### src/rtl/mem_pkg.sv
// Shared types, funct3 encodings and lane helpers for the MEM-stage data-bus controller.
package mem_pkg;

  typedef enum logic [1:0] {StIdle, StReq, StRsp, StDone} dbus_state_t;

  localparam logic [2:0] F3_B  = 3'b000;
  localparam logic [2:0] F3_H  = 3'b001;
  localparam logic [2:0] F3_W  = 3'b010;
  localparam logic [2:0] F3_BU = 3'b100;
  localparam logic [2:0] F3_HU = 3'b101;

  localparam int unsigned DBUS_TO_W = 8;

  // Unsigned sizes only exist for loads; anything off its natural boundary is rejected.
  function automatic logic access_ok(logic [2:0] funct3, logic [1:0] off, logic is_write);
    logic ok;
    case (funct3)
      F3_B:    ok = 1'b1;
      F3_H:    ok = ~off[0];
      F3_W:    ok = (off == 2'b00);
      F3_BU:   ok = ~is_write;
      F3_HU:   ok = ~is_write & ~off[0];
      default: ok = 1'b0;
    endcase
    return ok;
  endfunction

  function automatic logic [3:0] byte_en(logic [2:0] funct3, logic [1:0] off);
    logic [3:0] be;
    case (funct3)
      F3_B:    be = 4'b0001 << off;
      F3_H:    be = 4'b0011 << off;
      default: be = 4'b1111;
    endcase
    return be;
  endfunction

  function automatic logic [31:0] store_lanes(logic [2:0] funct3, logic [31:0] wdata);
    logic [31:0] lanes;
    case (funct3)
      F3_B:    lanes = {4{wdata[7:0]}};
      F3_H:    lanes = {2{wdata[15:0]}};
      default: lanes = wdata;
    endcase
    return lanes;
  endfunction

endpackage

### src/rtl/mem_dbus_ctrl_if.sv
// Single-outstanding valid/ready data-memory bus between the MEM stage and memory.
interface mem_dbus_ctrl_if;
  logic        m_valid;
  logic        m_write;
  logic [31:0] m_addr;
  logic [31:0] m_wdata;
  logic [3:0]  m_be;
  logic        m_ready;
  logic        m_rvalid;
  logic [31:0] m_rdata;

  modport master (
    output m_valid, m_write, m_addr, m_wdata, m_be,
    input  m_ready, m_rvalid, m_rdata
  );

  modport slave (
    input  m_valid, m_write, m_addr, m_wdata, m_be,
    output m_ready, m_rvalid, m_rdata
  );
endinterface

### src/rtl/mem_load_align.sv
// Byte-lane alignment and sign/zero extension of a loaded bus word.
module mem_load_align
  import mem_pkg::*;
(
  input  logic [31:0] rdata,
  input  logic [1:0]  off,
  input  logic [2:0]  funct3,
  output logic [31:0] data
);

  logic [31:0] shifted;

  always_comb begin
    shifted = rdata >> {off, 3'b000};
    case (funct3)
      F3_B:    data = {{24{shifted[7]}}, shifted[7:0]};
      F3_H:    data = {{16{shifted[15]}}, shifted[15:0]};
      F3_BU:   data = {24'h0, shifted[7:0]};
      F3_HU:   data = {16'h0, shifted[15:0]};
      default: data = shifted;
    endcase
  end

endmodule

### src/rtl/mem_dbus_ctrl.sv
// MEM-stage data-bus controller: one outstanding load/store at a time, pipeline stalled
// until the bus responds or the access times out.
module mem_dbus_ctrl
  import mem_pkg::*;
#(
  parameter int unsigned TIMEOUT_CYCLES = 255
) (
  input  logic              i_clk,
  input  logic              i_reset_n,
  input  logic [31:0]       i_memAddr,
  input  logic [31:0]       i_wrData,
  input  logic              i_memRead,
  input  logic              i_memWrite,
  input  logic [2:0]        i_funct3,
  output logic [31:0]       o_readData,
  output logic              o_stall,
  output logic              o_misaligned,
  output logic              o_busErr,
  mem_dbus_ctrl_if.master   bus
);

  localparam logic [DBUS_TO_W-1:0] TO_LAST = DBUS_TO_W'(TIMEOUT_CYCLES - 1);

  dbus_state_t          state_q;
  logic [DBUS_TO_W-1:0] cnt_q;
  logic [2:0]           f3_q;
  logic [1:0]           off_q;
  logic                 access;
  logic                 ok;
  logic                 to_hit;
  logic [31:0]          load_data;

  assign access = i_memRead | i_memWrite;
  assign ok     = access_ok(i_funct3, i_memAddr[1:0], i_memWrite);
  assign to_hit = (cnt_q == TO_LAST);

  // Gated by reset so a held request cannot stall the pipeline while the core is in reset.
  assign o_stall = i_reset_n & ((state_q == StIdle & access & ok) |
                                state_q == StReq | state_q == StRsp);
  assign o_misaligned = i_reset_n & (state_q == StIdle) & access & ~ok;

  mem_load_align u_load_align (
    .rdata  (bus.m_rdata),
    .off    (off_q),
    .funct3 (f3_q),
    .data   (load_data)
  );

  always_ff @(posedge i_clk or negedge i_reset_n) begin
    if (!i_reset_n) begin
      state_q     <= StIdle;
      cnt_q       <= '0;
      f3_q        <= '0;
      off_q       <= '0;
      o_readData  <= '0;
      o_busErr    <= 1'b0;
      bus.m_valid <= 1'b0;
      bus.m_write <= 1'b0;
      bus.m_addr  <= '0;
      bus.m_wdata <= '0;
      bus.m_be    <= '0;
    end else begin
      o_busErr <= 1'b0;
      case (state_q)
        StIdle: begin
          if (access && ok) begin
            state_q     <= StReq;
            cnt_q       <= '0;
            f3_q        <= i_funct3;
            off_q       <= i_memAddr[1:0];
            bus.m_valid <= 1'b1;
            bus.m_write <= i_memWrite;
            bus.m_addr  <= {i_memAddr[31:2], 2'b00};
            bus.m_be    <= i_memWrite ? byte_en(i_funct3, i_memAddr[1:0]) : 4'b0000;
            bus.m_wdata <= store_lanes(i_funct3, i_wrData);
          end
        end
        StReq: begin
          // Limit wins over a same-cycle handshake: no response could arrive in time anyway.
          if (to_hit) begin
            state_q     <= StDone;
            bus.m_valid <= 1'b0;
            o_busErr    <= 1'b1;
            if (!bus.m_write) o_readData <= '0;
          end else begin
            cnt_q <= cnt_q + 1'b1;
            if (bus.m_ready) begin
              bus.m_valid <= 1'b0;
              state_q     <= StRsp;
            end
          end
        end
        StRsp: begin
          if (bus.m_rvalid) begin
            state_q <= StDone;
            if (!bus.m_write) o_readData <= load_data;
          end else if (to_hit) begin
            state_q  <= StDone;
            o_busErr <= 1'b1;
            if (!bus.m_write) o_readData <= '0;
          end else begin
            cnt_q <= cnt_q + 1'b1;
          end
        end
        StDone:  state_q <= StIdle;
        default: state_q <= StIdle;
      endcase
    end
  end

endmodule

### src/flat_wrapper.sv
// flat-port wrapper written by rule: the top's interface ports become plain ports
module mem_dbus_ctrl_flat import mem_pkg::*;
#(
  parameter int unsigned TIMEOUT_CYCLES = 255
)
  (i_clk, i_reset_n, i_memAddr, i_wrData, i_memRead, i_memWrite, i_funct3, o_readData, o_stall, o_misaligned, o_busErr, bus_m_valid, bus_m_write, bus_m_addr, bus_m_wdata, bus_m_be, bus_m_ready, bus_m_rvalid, bus_m_rdata);
  mem_dbus_ctrl_if bus_i ();
  input  logic i_clk;
  input  logic i_reset_n;
  input  logic [31:0] i_memAddr;
  input  logic [31:0] i_wrData;
  input  logic i_memRead;
  input  logic i_memWrite;
  input  logic [2:0] i_funct3;
  output logic [31:0] o_readData;
  output logic o_stall;
  output logic o_misaligned;
  output logic o_busErr;
  output wire logic [$bits(bus_i.m_valid)-1:0] bus_m_valid;
  output wire logic [$bits(bus_i.m_write)-1:0] bus_m_write;
  output wire logic [$bits(bus_i.m_addr)-1:0] bus_m_addr;
  output wire logic [$bits(bus_i.m_wdata)-1:0] bus_m_wdata;
  output wire logic [$bits(bus_i.m_be)-1:0] bus_m_be;
  input wire logic [$bits(bus_i.m_ready)-1:0] bus_m_ready;
  input wire logic [$bits(bus_i.m_rvalid)-1:0] bus_m_rvalid;
  input wire logic [$bits(bus_i.m_rdata)-1:0] bus_m_rdata;
  assign bus_m_valid = bus_i.m_valid;
  assign bus_m_write = bus_i.m_write;
  assign bus_m_addr = bus_i.m_addr;
  assign bus_m_wdata = bus_i.m_wdata;
  assign bus_m_be = bus_i.m_be;
  assign bus_i.m_ready = bus_m_ready;
  assign bus_i.m_rvalid = bus_m_rvalid;
  assign bus_i.m_rdata = bus_m_rdata;
  mem_dbus_ctrl #(.TIMEOUT_CYCLES(TIMEOUT_CYCLES)) u_core (.i_clk(i_clk), .i_reset_n(i_reset_n), .i_memAddr(i_memAddr), .i_wrData(i_wrData), .i_memRead(i_memRead), .i_memWrite(i_memWrite), .i_funct3(i_funct3), .o_readData(o_readData), .o_stall(o_stall), .o_misaligned(o_misaligned), .o_busErr(o_busErr), .bus(bus_i));
endmodule
### config.mk
export PLATFORM = sky130hd
export DESIGN_NAME = mem_dbus_ctrl_flat
export DESIGN_NICKNAME = d
export VERILOG_FILES = /design/src/rtl/mem_pkg.sv /design/src/rtl/mem_dbus_ctrl_if.sv /design/src/rtl/mem_load_align.sv /design/src/rtl/mem_dbus_ctrl.sv /design/src/flat_wrapper.sv
export SDC_FILE = /design/constraint.sdc
export NUM_CORES = 1
export LEC_CHECK = 0
export ABC_AREA = 0
export CAP_MARGIN = 20
export CORE_UTILIZATION = 50
export CTS_BUF_LIST = sky130_fd_sc_hd__clkbuf_8
export DETAILED_ROUTE_END_ITERATION = 16
export GPL_TIMING_DRIVEN = 0
export HOLD_SLACK_MARGIN = 0.06
export PLACE_DENSITY = 0.88
export SETUP_SLACK_MARGIN = 0.15
export SLEW_MARGIN = 10
export SYNTH_ARGS = -nofsm -noshare
export SYNTH_HDL_FRONTEND = slang
export SYNTH_HIERARCHICAL = 1
export SYNTH_SLANG_ARGS = --single-unit
### constraint.sdc
create_clock -name i_clk -period 4.81 [get_ports i_clk]
set_input_delay 0.7215 -clock i_clk [delete_from_list [all_inputs] [get_ports i_clk]]
set_output_delay 0.7215 -clock i_clk [all_outputs]
set_load 0.005 [all_outputs]
== Word-level counts from Yosys, hierarchy flattened ==
Index checks and enable logic that the tools add are counted.

* Register bits: 116
* Input port bits: 105
* Output and inout port bits: 105

* $add $sub $neg: 1
* Eq/ne operators: 16
* Shift operators: 3
* Muxes and demuxes: 27
* Bitwise operators: 13
* Reduce and logical (&&, ||, !) cells: 13

{| class="wikitable"
|+ Operators by type and width
! operator !! count
|-
| 2-to-1 mux 32 bit || 4
|-
| one-hot mux 32 bit (2 select lines) || 2
|-
| one-hot mux 32 bit (4 select lines) || 1
|-
| right shift 32 x 5 -> 32 bit || 1
|-
| 2-to-1 mux 8 bit || 3
|-
| one-hot mux 8 bit (3 select lines) || 1
|-
| equality test 3 bit, second input constant || 4
|-
| 2-to-1 mux 2 bit || 5
|-
| AND reduction 3 bit || 3
|-
| adder 8 x 1 -> 8 bit, second input constant || 1
|-
| equality test 8 bit, second input constant || 1
|-
| one-hot mux 2 bit (4 select lines) || 1
|-
| one-hot mux 4 bit (2 select lines) || 1
|-
| AND 1 bit || 7
|-
| equality test 3 x 1 -> 1 bit, second input constant || 2
|-
| logical NOT 3 bit || 2
|-
| != test 3 x 2 -> 1 bit, second input constant || 2
|-
| 2-to-1 mux 1 bit || 5
|-
| one-hot mux 1 bit (5 select lines) || 1
|-
| equality test 2 bit, second input constant || 2
|-
| logical NOT 2 bit || 2
|-
| 2-to-1 mux 4 bit || 1
|-
| != test 2 bit, second input constant || 2
|-
| one-hot mux 1 bit (2 select lines) || 2
|-
| 11 further kinds || 17
|}

== Longest topological paths before layout ==
* Depth in word-level cells: 7
* Mapped depth: 8
* Depth with buffers taken out: 6

== Cells and area by module ==
The synthesis kept the hierarchy.

{| class="wikitable"
|+ Modules (own cells, without submodules)
! module !! times used !! cells an instance !! area each (µm²)
|-
| mem_dbus_ctrl || 1 || 413 || 5003.5
|-
| mem_load_align || 1 || 107 || 694.4
|}

== Worst setup path before layout ==
Ideal clock, no wire load.

* Kind: input port to output port
* Start point: in i_memWrite
* End point: out o_stall
* Arrival: 1866 ps
* Required time: 4089 ps
* Path slack: 2223 ps
* Cell stages on the path: 5
* Path buffers: 2
* Cells stage by stage: buf_2 > a221oi_1 > o21ai_1 > clkbuf_1 > a21boi_0

* Longest elaborated chain between the ends: 7
* Elaborated cells between the ends (all ways): 9
* Classes of those cells: 1 x mux; 8 x bitwise

{| class="wikitable"
|+ Ends and longest elaborated chain
! what !! RTL line !! source
|-
| start: declaration || flat_wrapper.sv:13 || <nowiki>input logic i_memWrite;</nowiki>
|-
| inverter 1 bit || mem_pkg.sv:21, mem_pkg.sv:22 ||
|-
| AND 1 bit || mem_pkg.sv:22 || <nowiki>F3_HU: ok = ~is_write & ~off[0];</nowiki>
|-
| one-hot mux 1 bit (5 select lines) || mem_pkg.sv:17 || <nowiki>case (funct3)</nowiki>
|-
| AND 1 bit (*) || mem_dbus_ctrl.sv:38 || <nowiki>assign o_stall = i_reset_n & ((state_q == StIdle & access & ok) |</nowiki>
|-
| OR 1 bit (*) || mem_dbus_ctrl.sv:38 ||
|-
| OR 1 bit (*) || mem_dbus_ctrl.sv:39 || <nowiki>state_q == StReq | state_q == StRsp);</nowiki>
|-
| AND 1 bit (*) || mem_dbus_ctrl.sv:38 ||
|-
| end: declaration || flat_wrapper.sv:16 || <nowiki>output logic o_stall;</nowiki>
|}

Mark *: on every way between the ends. The rest lies on a longest branch, timed or not.

== Worst setup path after layout ==
* Start point: in i_memAddr[0]
* End point: out o_stall

* Longest elaborated chain between the ends: 7
* Elaborated cells between the ends (all ways): 8
* Classes of those cells: 1 x mux; 6 x bitwise; 1 x reduce/logical

{| class="wikitable"
|+ Ends and longest elaborated chain
! what !! RTL line !! source
|-
| start: declaration || flat_wrapper.sv:10 || <nowiki>input logic [31:0] i_memAddr;</nowiki>
|-
| inverter 1 bit || mem_pkg.sv:19, mem_pkg.sv:22 ||
|-
| AND 1 bit || mem_pkg.sv:22 ||
|-
| one-hot mux 1 bit (5 select lines) (*) || mem_pkg.sv:17 ||
|-
| AND 1 bit (*) || mem_dbus_ctrl.sv:38 ||
|-
| OR 1 bit (*) || mem_dbus_ctrl.sv:38 ||
|-
| OR 1 bit (*) || mem_dbus_ctrl.sv:39 ||
|-
| AND 1 bit (*) || mem_dbus_ctrl.sv:38 ||
|}

Marks and branches as above.

==> summary.md <==
| Metric | Value |
|---|---|
| Routing usage on met2 | `a little under half` |
| Maximum clock insertion buffer count | `2` |
| M1 GR Usage | `approximately 37%` |
| CTS tree | `built` |
| Initial Util | `between 50% and 60%` |
| First-pass GRT wire length | `~26 mm` |
| Worst Setup Start Kind | `input port` |
| Maximum VDD drop | `between 0.4 and 0.5 mV` |
| Largest family of logic cells by synthesized area | `compound AO/OA/AOI/OAI gates` |
| Slew Viols, Final | `0` |
| Critical Path RT | `4.09 ns` |
| Final WS setup | `a little under 1 ns` |
| Pre-CTS setup slack | `slightly above 1 ns` |
| Final std cells w/o fill | `898` |
| Simple-gate share of the synthesized area | `under 10%` |
| Slowest cell delay on critical path | `0.57 ns` |
| Setup CP Type | `input port to output pin` |
| Unrepaired setup endpoints after global routing | `no` |
| Dpl cells | `866` |
| Worst path arrival time | `around 3.1 ns` |
| Internal | `approximately 3.5 mW` |
| Clock share of power | `18.7%` |
| Largest net degree at the start of global routing | `67` |
| Number of global-route vias before repair | `5244` |
| PwrDens | `just over 600 nW/um^2` |
| Post_cts resized | `0` |
| Clock Root Buffer | `clkbuf_8` |
| Antenna viol nets, final | `0` |
| Per-cell routed wire length | `around 19 microns` |
| Crit share post-route | `79.4%` |
| Area grow syn2layout | `47.0%` |
| R2r setup slk | `2.56 ns` |
| Hold Path Class | `input port to asynchronous set/reset pin` |
| Core box area | `roughly 11000 sq um` |
| Commonest non-fill, non-tap cells in the layout | `clkdlybuf4s50_1, dfrtp_1, nand2_1, o21ai_0, mux2i_1` |
| Initial antenna violation count | `0` |
| N_diodes | `0` |
| Htree depth | `4` |
| Critical R2R Launch | `u_core/cnt_q[0]` |
| Fraction of layout cells with a size suffix above 1 | `between 10% and 20%` |
| Sequential fraction of the synthesis area | `between 50% and 60%` |
| Post-synthesis adder-cell area fraction | `under 10%` |
| Clk slew on worst S/H paths | `roughly 0.07 ns` |
| Crit path top cell by count | `clkdlybuf4s50_1` |
| Clock Latency Late Sink | `~0.44 ns` |
| Die X | `109 microns` |
| Mapped Cells | `520` |
| Busiest layer in global routing | `met2` |
| Via count | `approximately 5000` |
| First drt pass iteration count | `5` |
| Synth Area in XOR/XNOR | `0%` |
| Setup Buffers After CTS | `0` |
| Leakage | `3.69 nW` |
| Worst path cell trace | `clkdlybuf4s50_1 > a221oi_1 > o21ai_1 > clkbuf_1 > a21boi_0 > clkdlybuf4s50_1` |
| Final nets | `~860` |
| Synth Flop Type | `dfrtp_1` |
| Reg power frac | `approximately 33%` |
| Total track usage | `29.5%` |
| Synth Area in Compound Gates | `~17%` |
| Max-cap violation count | `0` |
| RD Place Congestion | `between 0.9 and 1` |
| Post-CTS Hold Fix Bufs | `0` |
| Crit-path max FO | `10` |
| Critical Path Sink Type | `output pin` |
| Crit path time final | `3.82 ns` |
| Bufs and invs on worst path | `3` |
| GR Overflow Total | `0` |
| PortBufs | `between 200 and 250` |
| DRC | `0` |
| Synthesized area | `about 5700 sq um` |
| Commonest non-fill, non-tap cell in the layout | `clkdlybuf4s50_1` |
| Clock sink count | `116` |
| Die Height | `109 microns` |
| Num CTS Buffers | `17` |
| Net Sw Frac | `approximately a third` |
| CP delay by family, top | `buffers and inverters` |
| Total Wirelength | `about 17 mm` |
| Relative max-transition margin | `38.8%` |
| #FFs+latches synth | `~120` |
| GR met3 Demand/Resource | `8.07%` |
| Number of synthesis warnings | `6` |
| Fin. Hold Viols | `0` |
| Synth unique cells | `between 50 and 60` |
| Setup Skew | `0.00790 ns` |
| Ports | `210` |
| Placement row count | `38` |
| DP HPWL | `approximately 12 mm` |
| Worst r2r dst | `u_core/o_readData[29]` |
| Endpoints failing setup | `0` |
| Tot Pwr | `between 5 and 6 mW` |
| Via/cell ratio | `roughly 5.7` |
| EDFF count, synth | `0` |
| FF-to-FF path depth | `8` |
| Status | `finished, final reports clean` |
| Synth Area per Inst | `~11 sq um` |
| Least-Margin Pin Slew | `approximately 0.91 ns` |
| Upper clock frequency limit | `between 0.2 and 0.3 GHz` |
| Combinational share of power | `48.0%` |
| Mux cell area share after synthesis | `16.4%` |
| Psw | `approximately 1.7 mW` |
| Slowest cell on crit path | `clkdlybuf4s50_1` |
| Die area | `roughly 12000 sq um` |
| DRT iter0 DRCs | `410` |
| Async S/R FF share, synth | `100%` |
## power groups by stage
stage	combinational, mW	clock [mW]	sequential, mW
floorplan	1.15	0	1.73
CTS	2.48	0.989	1.73
global route	2.68	1.03	1.79
finish	2.49	0.970	1.73
global placement	2.37	0	1.72
detailed placement	2.45	0	1.74
## cells in the mapped netlist (2+ instances only)
cell	n	area share (%)
a211oi_1	15	2.0
nand2_1	64	4.2
nor2_1	23	1.5
a22o_1	32	4.9
clkbuf_1	16	1.1
buf_2	6	0.53
nand2b_1	5	0.55
mux2i_1	45	7.9
o211ai_1	2	0.26
and3_1	2	0.22
dfrtp_1	116	51
nor2b_1	9	0.99
or3_1	2	0.22
nand3_1	3	0.26
mux2_2	43	8.5
nor3_1	5	0.44
ha_1	6	1.3
a41oi_1	2	0.31
buf_4	4	0.53
o21ai_2	2	0.31
a21oi_1	19	1.7
buf_6	9	1.8
a31o_2	2	0.31
o21ai_0	52	4.6
inv_1	8	0.53
## kinds of logic (layout without fill, tap and decap cells)
| group | after synthesis | after routing |
|---|---|---|
| buffers and inverters | 44 | 281 |
| muxes | 88 | 88 |
| DFF | 116 | 116 |
| and+or+nand+nor | 121 | 121 |
| other | 1 | 2 |
| adders and majority gates | 6 | 6 |
| AOI/OAI and AO/OA | 144 | 144 |
## per-stage QoR
stage	area, sq um	setup TNS [ns]	utilization (%)	hold WS [ns]
6_report	8370	0	76.2	0.253
4_1_cts	8370	0	76.2	0.255
3_3_place_gp	7920	-156.53	72.1	0.462
2_1_floorplan	5700	0	-	0.426
3_5_place_dp	7950	0	72.4	0.470
5_1_grt	8370	0	76.2	0.289
## cell type report
cell class                      count  area, sq um
Clock buffer                       19          262
Fill cell                         733         2610
Multi-Input combinational cell    361         2540
Buffer                             36          225
Timing Repair Buffer              205         2070
Inverter                            8         30.0
Tap cell                          140          175
Sequential cell                   116         2900
Clock inverter                     13          165
## registers in the layout (all words and copies together), names as in the netlist, 2 cells and up
register            cells
u_core/bus.m_wdata     32
u_core/o_readData      32
u_core/bus.m_addr      30
u_core/cnt_q            8
u_core/bus.m_be         4
u_core/f3_q             3
u_core/off_q            2
u_core/state_q          2
## layer usage
metal / share of wire [%] / wire (microns)
met5: 0 / 0
met4: 3.2 / 531
met3: 9.1 / 1520
met2: 48 / 8020
met1: 40 / 6640
## worst max path at each step
stage,startpoint,cells past startpoint,end
5_1_grt,i_memAddr[0],6,o_stall
4_1_cts,i_memAddr[0],6,o_stall
3_5_place_dp,i_memAddr[0],6,o_stall
6_report,i_memAddr[0],6,o_stall
2_1_floorplan,i_memWrite,5,o_stall
3_3_place_gp,i_reset_n,4,o_misaligned
No activity file was read; power rests on OpenSTA's default activity.
